==> config.mk <==
export PLATFORM = sky130hd
export DESIGN_NAME = text_term_ctrl
export DESIGN_NICKNAME = d
export VERILOG_FILES = /design/src/rtl/text_term_pkg.sv /design/src/rtl/term_row_mod.sv /design/src/rtl/text_term_ctrl.sv
export SDC_FILE = /design/constraint.sdc
export NUM_CORES = 1
export LEC_CHECK = 0
export CAP_MARGIN = 20
export CELL_PAD_IN_SITES_DETAIL_PLACEMENT = 0
export CELL_PAD_IN_SITES_GLOBAL_PLACEMENT = 2
export CORE_MARGIN = 10
export CORE_UTILIZATION = 33
export CTS_BUF_LIST = sky130_fd_sc_hd__clkbuf_8
export DETAILED_ROUTE_END_ITERATION = 7
export GPL_TIMING_DRIVEN = 0
export PLACE_DENSITY_LB_ADDON = 0.1
export SETUP_SLACK_MARGIN = 0.4
export SKIP_CTS_REPAIR_TIMING = 1
export SLEW_MARGIN = 20
export SYNTH_ARGS = -nofsm -noshare
export SYNTH_HDL_FRONTEND = slang
export SYNTH_SLANG_ARGS = --single-unit
export TNS_END_PERCENT = 5
==> constraint.sdc <==
create_clock -name clk -period 2.8 [get_ports clk]
set_input_delay 0.28 -clock clk [delete_from_list [all_inputs] [get_ports clk]]
set_output_delay 0.28 -clock clk [all_outputs]
set_load 0.05 [all_outputs]
==> src/rtl/text_term_pkg.sv <==
// rtl/text_term_pkg.sv - shared constants, state enum and address helper for the text terminal
package text_term_pkg;

    localparam int COLS  = 70;
    localparam int ROWS  = 30;
    localparam int ROW_W = 5;
    localparam int COL_W = 7;

    localparam logic [7:0] BLANK    = 8'h20;
    localparam logic [7:0] ASCII_BS = 8'h08;
    localparam logic [7:0] ASCII_LF = 8'h0A;
    localparam logic [7:0] ASCII_FF = 8'h0C;
    localparam logic [7:0] ASCII_CR = 8'h0D;

    typedef enum logic [1:0] {
        ST_IDLE,
        ST_PUT,
        ST_CLR_LINE,
        ST_CLR_ALL
    } term_state_e;

    // Text buffer address is the physical row in the high bits, column in the low bits.
    function automatic logic [ROW_W+COL_W-1:0] pack_addr(input logic [ROW_W-1:0] row,
                                                         input logic [COL_W-1:0] col);
        return {row, col};
    endfunction

endpackage

==> src/rtl/term_row_mod.sv <==
// rtl/term_row_mod.sv - (base + offset) mod ROWS row adder for write and display addressing
module term_row_mod
    import text_term_pkg::*;
(
    input  logic [ROW_W-1:0] base_i,
    input  logic [ROW_W-1:0] off_i,
    output logic [ROW_W-1:0] phys_o
);

    // One extra bit keeps the carry so the compare sees the true sum; ROWS is not a power of two.
    logic [ROW_W:0] raw;

    assign raw    = {1'b0, base_i} + {1'b0, off_i};
    assign phys_o = (raw >= (ROW_W+1)'(ROWS)) ? ROW_W'(raw - (ROW_W+1)'(ROWS))
                                              : raw[ROW_W-1:0];

endmodule

==> src/rtl/text_term_ctrl.sv <==
// rtl/text_term_ctrl.sv - keyboard-to-text-buffer terminal controller with offset scrolling
module text_term_ctrl
    import text_term_pkg::*;
(
    input  logic                     clk,
    input  logic                     clrn,
    input  logic                     key_valid,
    input  logic [7:0]               key_ascii,
    output logic                     key_ready,
    output logic                     wr_en,
    output logic [ROW_W+COL_W-1:0]   wr_addr,
    output logic [7:0]               wr_data,
    output logic [ROW_W-1:0]         top_row,
    output logic [ROW_W-1:0]         cur_row,
    output logic [COL_W-1:0]         cur_col
);

    localparam logic [COL_W-1:0] LAST_COL = COL_W'(COLS - 1);
    localparam logic [ROW_W-1:0] LAST_ROW = ROW_W'(ROWS - 1);

    term_state_e        state_q, state_d;
    logic [ROW_W-1:0]   cur_row_q, cur_row_d;
    logic [COL_W-1:0]   cur_col_q, cur_col_d;
    logic [ROW_W-1:0]   top_row_q, top_row_d;
    logic [ROW_W-1:0]   clr_row_q, clr_row_d;
    logic [COL_W-1:0]   clr_col_q, clr_col_d;
    logic [7:0]         put_data_q, put_data_d;
    logic               put_adv_q, put_adv_d;
    // Low for the first cycle after reset so the reset cycle itself issues no write.
    logic               arm_q;
    logic               do_nl;
    logic [ROW_W-1:0]   phys_cur, phys_one;

    term_row_mod u_phys_cur (.base_i(top_row_q), .off_i(cur_row_q),     .phys_o(phys_cur));
    term_row_mod u_phys_one (.base_i(top_row_q), .off_i(ROW_W'(1)),     .phys_o(phys_one));

    // State and datapath registers; reset lands in a full-screen clear.
    always_ff @(posedge clk) begin
        if (!clrn) begin
            state_q    <= ST_CLR_ALL;
            cur_row_q  <= '0;
            cur_col_q  <= '0;
            top_row_q  <= '0;
            clr_row_q  <= '0;
            clr_col_q  <= '0;
            put_data_q <= BLANK;
            put_adv_q  <= 1'b0;
            arm_q      <= 1'b0;
        end else begin
            state_q    <= state_d;
            cur_row_q  <= cur_row_d;
            cur_col_q  <= cur_col_d;
            top_row_q  <= top_row_d;
            clr_row_q  <= clr_row_d;
            clr_col_q  <= clr_col_d;
            put_data_q <= put_data_d;
            put_adv_q  <= put_adv_d;
            arm_q      <= 1'b1;
        end
    end

    // Next state: key decode, cursor movement, newline/scroll and clear sweeps.
    always_comb begin
        state_d    = state_q;
        cur_row_d  = cur_row_q;
        cur_col_d  = cur_col_q;
        top_row_d  = top_row_q;
        clr_row_d  = clr_row_q;
        clr_col_d  = clr_col_q;
        put_data_d = put_data_q;
        put_adv_d  = put_adv_q;
        do_nl      = 1'b0;
        case (state_q)
            ST_IDLE: begin
                if (key_valid) begin
                    if (key_ascii >= 8'h20 && key_ascii <= 8'h7E) begin
                        put_data_d = key_ascii;
                        put_adv_d  = 1'b1;
                        state_d    = ST_PUT;
                    end else if (key_ascii == ASCII_CR || key_ascii == ASCII_LF) begin
                        do_nl = 1'b1;
                    end else if (key_ascii == ASCII_BS) begin
                        // Blank is written at the new position, so the cursor moves first.
                        if (cur_col_q != '0) begin
                            cur_col_d  = cur_col_q - 1'b1;
                            put_data_d = BLANK;
                            put_adv_d  = 1'b0;
                            state_d    = ST_PUT;
                        end else if (cur_row_q != '0) begin
                            cur_row_d  = cur_row_q - 1'b1;
                            cur_col_d  = LAST_COL;
                            put_data_d = BLANK;
                            put_adv_d  = 1'b0;
                            state_d    = ST_PUT;
                        end
                    end else if (key_ascii == ASCII_FF) begin
                        clr_row_d = '0;
                        clr_col_d = '0;
                        state_d   = ST_CLR_ALL;
                    end
                end
            end
            ST_PUT: begin
                state_d = ST_IDLE;
                if (put_adv_q) begin
                    if (cur_col_q != LAST_COL) begin
                        cur_col_d = cur_col_q + 1'b1;
                    end else begin
                        cur_col_d = '0;
                        do_nl     = 1'b1;
                    end
                end
            end
            ST_CLR_LINE: begin
                if (clr_col_q == LAST_COL) begin
                    state_d = ST_IDLE;
                end else begin
                    clr_col_d = clr_col_q + 1'b1;
                end
            end
            ST_CLR_ALL: begin
                if (arm_q) begin
                    if (clr_col_q == LAST_COL) begin
                        clr_col_d = '0;
                        if (clr_row_q == LAST_ROW) begin
                            top_row_d = '0;
                            cur_row_d = '0;
                            cur_col_d = '0;
                            state_d   = ST_IDLE;
                        end else begin
                            clr_row_d = clr_row_q + 1'b1;
                        end
                    end else begin
                        clr_col_d = clr_col_q + 1'b1;
                    end
                end
            end
            default: state_d = ST_IDLE;
        endcase
        // At the bottom row the screen scrolls: the old top row becomes the new bottom and is blanked.
        if (do_nl) begin
            cur_col_d = '0;
            if (cur_row_q != LAST_ROW) begin
                cur_row_d = cur_row_q + 1'b1;
                state_d   = ST_IDLE;
            end else begin
                top_row_d = phys_one;
                clr_row_d = top_row_q;
                clr_col_d = '0;
                state_d   = ST_CLR_LINE;
            end
        end
    end

    // Outputs: handshake and text buffer write port decoded from the current state.
    always_comb begin
        key_ready = 1'b0;
        wr_en     = 1'b0;
        wr_addr   = '0;
        wr_data   = BLANK;
        case (state_q)
            ST_IDLE: key_ready = 1'b1;
            ST_PUT: begin
                wr_en   = 1'b1;
                wr_addr = pack_addr(phys_cur, cur_col_q);
                wr_data = put_data_q;
            end
            ST_CLR_LINE: begin
                wr_en   = 1'b1;
                wr_addr = pack_addr(clr_row_q, clr_col_q);
            end
            ST_CLR_ALL: begin
                wr_en   = arm_q;
                wr_addr = pack_addr(clr_row_q, clr_col_q);
            end
            default: ;
        endcase
    end

    assign top_row = top_row_q;
    assign cur_row = cur_row_q;
    assign cur_col = cur_col_q;

endmodule

Word-level counts from Yosys, hierarchy flattened

Cells that the tools add are included.

Bits in latches: 0
Memories kept: 0
Word-level logic and storage cells: 156
Flip-flop bits (word level): 41
Output and inout bits: 39
RAM bits: 0
ROM bits: 0
Bits of input ports: 11

Reduce and logical (&&, ||, !) cells: 14
Equality and inequality tests: 29
Shift operators: 0
Bitwise logic cells: 1
Div/mod/pow operators: 0
Order comparisons: 4
Add/sub/neg operators: 10
Multiplexer cells: 89
$mul: 0

Operators by type and width:

| kind                | count |
|---|---|
| $mux 7              | 21 |
| $mux 5              | 29 |
| $mux 8              | 6 |
| $pmux 7 s3          | 2 |
| $eq 8x4->1 const B  | 4 |
| $mux 2              | 13 |
| $pmux 12 s2         | 1 |
| $pmux 5 s2          | 2 |
| $ne 2x2->1 const B  | 9 |
| $ne 3x3->1 const B  | 6 |
| $add 7x1->7 const B | 2 |
| $ge 6x5->1 const B  | 2 |
| $mux 1              | 12 |
| $add 5x1->5 const B | 2 |
| $ne 5x5->1 const B  | 2 |
| $reduce_and 10->1   | 1 |
| $sub 5x5->5 const B | 2 |
| $ge 8x6->1 const B  | 1 |
| $le 8x7->1 const B  | 1 |
| $pmux 2 s4          | 1 |
| $reduce_and 8->1    | 1 |
| $eq 7x7->1 const B  | 1 |
| $ne 7x7->1 const B  | 1 |
| $reduce_bool 7->1   | 1 |
| other kinds (19)    | 24 |

Longest topological paths before layout

Word-level depth: 10
Mapped depth: 11
Gate-level depth less buffers: 10

Hierarchy

Synthesis repeated with hierarchy kept, for this count alone.

Cells, all modules: 469
Area total of the unflattened synthesis: 3,733.6 um^2

By module, submodules not included:

| module         | cells each | area each (um^2) | sequential area each (um^2) | times used |
|---|---|---|---|---|
| text_term_ctrl | 397        | 3,123.0          | 820.8                       | 1 |
| term_row_mod   | 36         | 305.3            | 0.0                         | 2 |

Worst setup path after synthesis

No wires, ideal clock.

Path type: register to output
Start: reg cur_row_q[1] (netlist: cur_row[1])
End: out wr_addr[10]
Buffers on the path: 0
Path slack: -747 ps
Cell stages (with the launch flop): 8
Data required time: 2,520 ps
Data arrival time: 3,267 ps
Path through: dfxtp_1 -> ha_1 -> a211oi_1 -> o211ai_1 -> nor4_1 -> o21ai_0 -> xor2_1 -> o21ai_0

Longest elaborated chain between the ends: 4
Elaborated cells on any way between the ends: 5
Classes of those cells: add/sub: 2; order compare: 1; mux: 2

RTL lines:

| what                                             | RTL line              | text |
|---|---|---|
| start, declared                                  | text_term_ctrl.sv:22  | `logic [ROW_W-1:0] cur_row_q, cur_row_d;` |
| start signal, assigned                           | text_term_ctrl.sv:51  | `cur_row_q <= cur_row_d;` |
| $add 5x5->6 *                                    | term_row_mod.sv:13    | `assign raw = {1'b0, base_i} + {1'b0, off_i};` |
| $sub 5x5->5 / $ge 6x5->1 (equally long branches) | term_row_mod.sv:14    | `assign phys_o = (raw >= (ROW_W+1)'(ROWS)) ? ROW_W'(raw - (ROW_W+1)'(ROWS))` |
| $mux 5 *                                         | term_row_mod.sv:14    |  |
| $pmux 12 s2 *                                    | text_term_ctrl.sv:161 | `case (state_q)` |
| end, declared                                    | text_term_ctrl.sv:11  | `output logic [ROW_W+COL_W-1:0] wr_addr,` |

Mark *: on every way between the ends. The rest lies on a longest branch, timed or not.

Worst setup path after layout

Start: reg top_row_q[0] (netlist: top_row[0])
End: out wr_addr[10]

Longest elaborated chain between the ends: 4
Elaborated cells on any way between the ends: 5
Classes of those cells: add/sub: 2; order compare: 1; mux: 2

RTL lines:

| what                                             | RTL line              | text |
|---|---|---|
| start, declared                                  | text_term_ctrl.sv:24  | `logic [ROW_W-1:0] top_row_q, top_row_d;` |
| start signal, assigned                           | text_term_ctrl.sv:53  | `top_row_q <= top_row_d;` |
| $add 5x5->6 *                                    | term_row_mod.sv:13    |  |
| $sub 5x5->5 / $ge 6x5->1 (equally long branches) | term_row_mod.sv:14    |  |
| $mux 5 *                                         | term_row_mod.sv:14    |  |
| $pmux 12 s2 *                                    | text_term_ctrl.sv:161 |  |

Marks and branches as above.

==> Flow_metrics.wiki <==
{| class="wikitable"
! Metric !! Value
|-
| Synth Area in Compound Gates || 28.1%
|-
| CTS HTree Levels || 2
|-
| Synthesized Nets || 511
|-
| MaxCap Viol Count || 0
|-
| Sequential Power Share || 23.3%
|-
| Global-route wire length before repair || 19,100 µm
|-
| Switching portion of total power || 51.8%
|-
| Worst min-delay path class || in -> reg
|-
| Worst R2R Start || cur_row[0]
|-
| Total standard cell area after synthesis || 0.00356 mm²
|-
| Initial cell density of the core || 34.2%
|-
| Final setup margin || 0.0380 ns
|-
| Worst reg2reg path depth || 9
|-
| Worst setup path class || reg -> out
|-
| Detailed placer's ending HPWL || 9100 µm
|-
| Crit end category || output pin
|-
| Xor/xnor share of the synthesized area || 1.23%
|-
| DRC Markers || 0
|-
| Total overflow reported by the global router || 0
|-
| Final critical path time including I/O delays and setup || 2.76 ns
|-
| Area of the core region || 0.0104 mm²
|-
| Nets@finish || 571
|-
| Proportion of layout cells with a drive suffix above 1 || 21.3%
|-
| Total number of vias || 3,829
|-
| Highest achievable clock rate || 362 MHz
|-
| Instance count along the most critical hold path || 3
|-
| Cell internal power dissipation || 1.52 mW
|-
| Data arrival at the endpoint of the critical path || 2.48 ns
|-
| Count of endpoints failing hold in the final timing report || 0
|-
| Combined flip-flop and latch cell area || 846 µm²
|-
| Area growth from synthesis to layout || 29.3%
|-
| ANT nets after route || 0
|-
| Share of total power in the clock network || 12.8%
|-
| Filler instances || 1,092
|-
| Number of antenna violations at the first check in global routing || 0
|-
| Leading cell types in the layout, fill and taps excluded || nand2_1, nor2_1, dfxtp_1
|-
| CTS tree || yes
|-
| Deepest clock path buffer count || 2
|-
| Sum of internal, switching and leakage power || 3.15 mW
|-
| Dominant combinational cell family by area after synthesis || simple AND/OR/NAND/NOR gates
|-
| Source-to-sink clock delay at the later pin of the worst-skew pair || 0.30 ns
|-
| Async SR Flop Fraction || 0%
|-
| Post-synthesis register bit count || 41
|-
| Average cell area after synthesis || 7.52 µm²
|-
| TritonRoute pass-1 iters || 4
|-
| Sequential-to-total area share from yosys stat || 23.1%
|-
| Via count of the first global-routing pass || 3,626
|-
| Number of library cell types mapped by synthesis || 74
|-
| Multi-input combinational cell area || 0.00277 mm²
|-
| Worst Max-Slew Pin Slew || 0.660 ns
|-
| Reported leakage power || 1.79 nW
|-
| Number of standard-cell rows in the floorplan || 37
|-
| Count of final max-slew check failures || 0
|-
| Share of cell area taken by muxes after synthesis || 1.41%
|-
| Worst VDD drop || 0.000355 V
|-
| X dimension of the die || 124 µm
|-
| Wirelength per Cell || 18.0 µm
|-
| RSZ-0062 raised after global routing || true
|-
| Cell count after synthesis || 473
|-
| Via/cell ratio || 5.71
|-
| Worst slew margin || 55.6%
|-
| Max Fanout on Critical Path || 6
|-
| Register-to-register setup slack || 0.52 ns
|-
| Kind of start point of the critical path || flop
|-
| Clock-pin slew on the worst setup and hold paths || 0.09 ns
|-
| Final period util || 98.6%
|-
| Count of buffers from port buffering || 48
|-
| Final setup violation count || 0
|-
| Setup skew after layout || 0.0155 ns
|-
| Num Clock Sinks || 41
|-
| Total clock buffers created by CTS || 5
|-
| Setup TNS || 0 ns
|-
| Overall track demand over capacity in global routing || 15.4%
|-
| Starting DRC count in detailed routing || 244
|-
| Final wirelength || 12,100 µm
|-
| Largest net degree at the start of global routing || 13
|-
| Number of top-level pins || 50
|-
| Synthesis warning total || 0
|-
| Power spent charging and discharging nets || 1.63 mW
|-
| Launching element of the worst setup path || top_row[0]
|-
| Total Die Area || 0.0153 mm²
|-
| Worst slack at placement || -0.690 ns
|-
| Die Ht || 124 µm
|-
| Part of the power in combinational logic || 63.9%
|-
| Number of inserted diodes || 0
|-
| Critical hold path startpoint || key_ascii[2]
|-
| Leading cell type in the layout, fill and taps excluded || nand2_1
|-
| Adder-cell area share of the yosys netlist || 9.70%
|-
| Result of the run || finished, final reports clean
|-
| Simple-gate share of the synthesized area || 30.6%
|-
| Power Dens Cells || 685 mW/mm²
|-
| Placer Congestion || 0.816
|-
| Worst path required time || 2.52 ns
|-
| Root buffer cell || clkbuf_8
|-
| Main flop type after synthesis || dfxtp_1
|-
| Post-synth EDFFs || 0
|-
| Post-Route Utilization || 44.2%
|}
stage by stage:
step	cells	cell area [µm²]	hold slack [ns]
3_5_place_dp	657	4280	0.448
5_1_grt	670	4600	0.278
2_1_floorplan	473	3630	0.308
3_3_place_gp	657	4280	0.442
6_report	670	4600	0.254
4_1_cts	665	4370	0.250
layout make-up:
class / instances / area share [%]
Timing Repair Buffer: 53 / 10.4
Clock inverter: 3 / 0.299
Sequential cell: 41 / 18.4
Multi-Input combinational cell: 383 / 60.2
Clock buffer: 5 / 1.50
Buffer: 30 / 3.86
Tap cell: 136 / 3.70
Inverter: 19 / 1.63
synthesized netlist by cell type (6+ instances only):
cell       n  area [µm²]
a22oi_1    7        52.6
clkbuf_1  19        71.3
o21ai_0   24         120
and2_1    10        62.6
nand4_1   11        68.8
nor2_1    42         158
nand2_1   45         169
ha_1      26         325
nand3_1   28         140
inv_1     19        71.3
a31oi_1   12        75.1
and3_1     8        50.1
or2_2      6        37.5
nor3_1    14        70.1
a21oi_1   25         125
dfxtp_1   41         821
o21ai_1    8        40.0
or3_1      8        50.1
routing by layer:
metal  global-route usage [%]  vias to the layer above  share of wire (%)
met5                        0                        -                  0
met4                     2.84                        0               0.72
met3                     3.76                        9                5.8
met2                     24.5                       93                 47
met1                     20.8                     1847                 47
li1                         -                     1880                  -
critical path, cell delays in order, from the launching register on:
cell	delay, ns
dfxtp_4	0.38
ha_4	0.17
fa_2	0.41
xor2_4	0.15
o211ai_1	0.18
nor4_4	0.23
o21ai_1	0.11
xor2_1	0.20
o21ai_4	0.18
buf_6	0.18
state kept, by name (all words and copies together), names as in the netlist:
name	flops
cur_col	7
top_row	5
put_adv_q	1
arm_q	1
state_q	2
cur_row	5
clr_row_q	5
put_data_q	8
clr_col_q	7
logic make-up after synthesis:
logic type,count (synthesis)
simple gates,205
compound gates,141
fa+ha+maj,27
flops,41
xor+xnor,5
buf+inv,49
mux,5
worst paths after layout:
| kind | endpoint |
|---|---|
| worst max-delay path | wr_addr[10] |
| worst min register to register | put_data_q[6] |
| worst max register to register | state_q[1] |
| worst min-delay path | put_data_q[2] |
power groups by stage:
stage	sequential, mW	clock [mW]	combinational, mW
final	0.734	0.404	2.02
after global routing	0.744	0.437	2.19
after CTS	0.724	0.416	1.87
after detailed placement	0.738	0	1.86
after global placement	0.737	0	1.87
after floorplan	0.824	0	1.24
(Power assumes the default switching activity.)
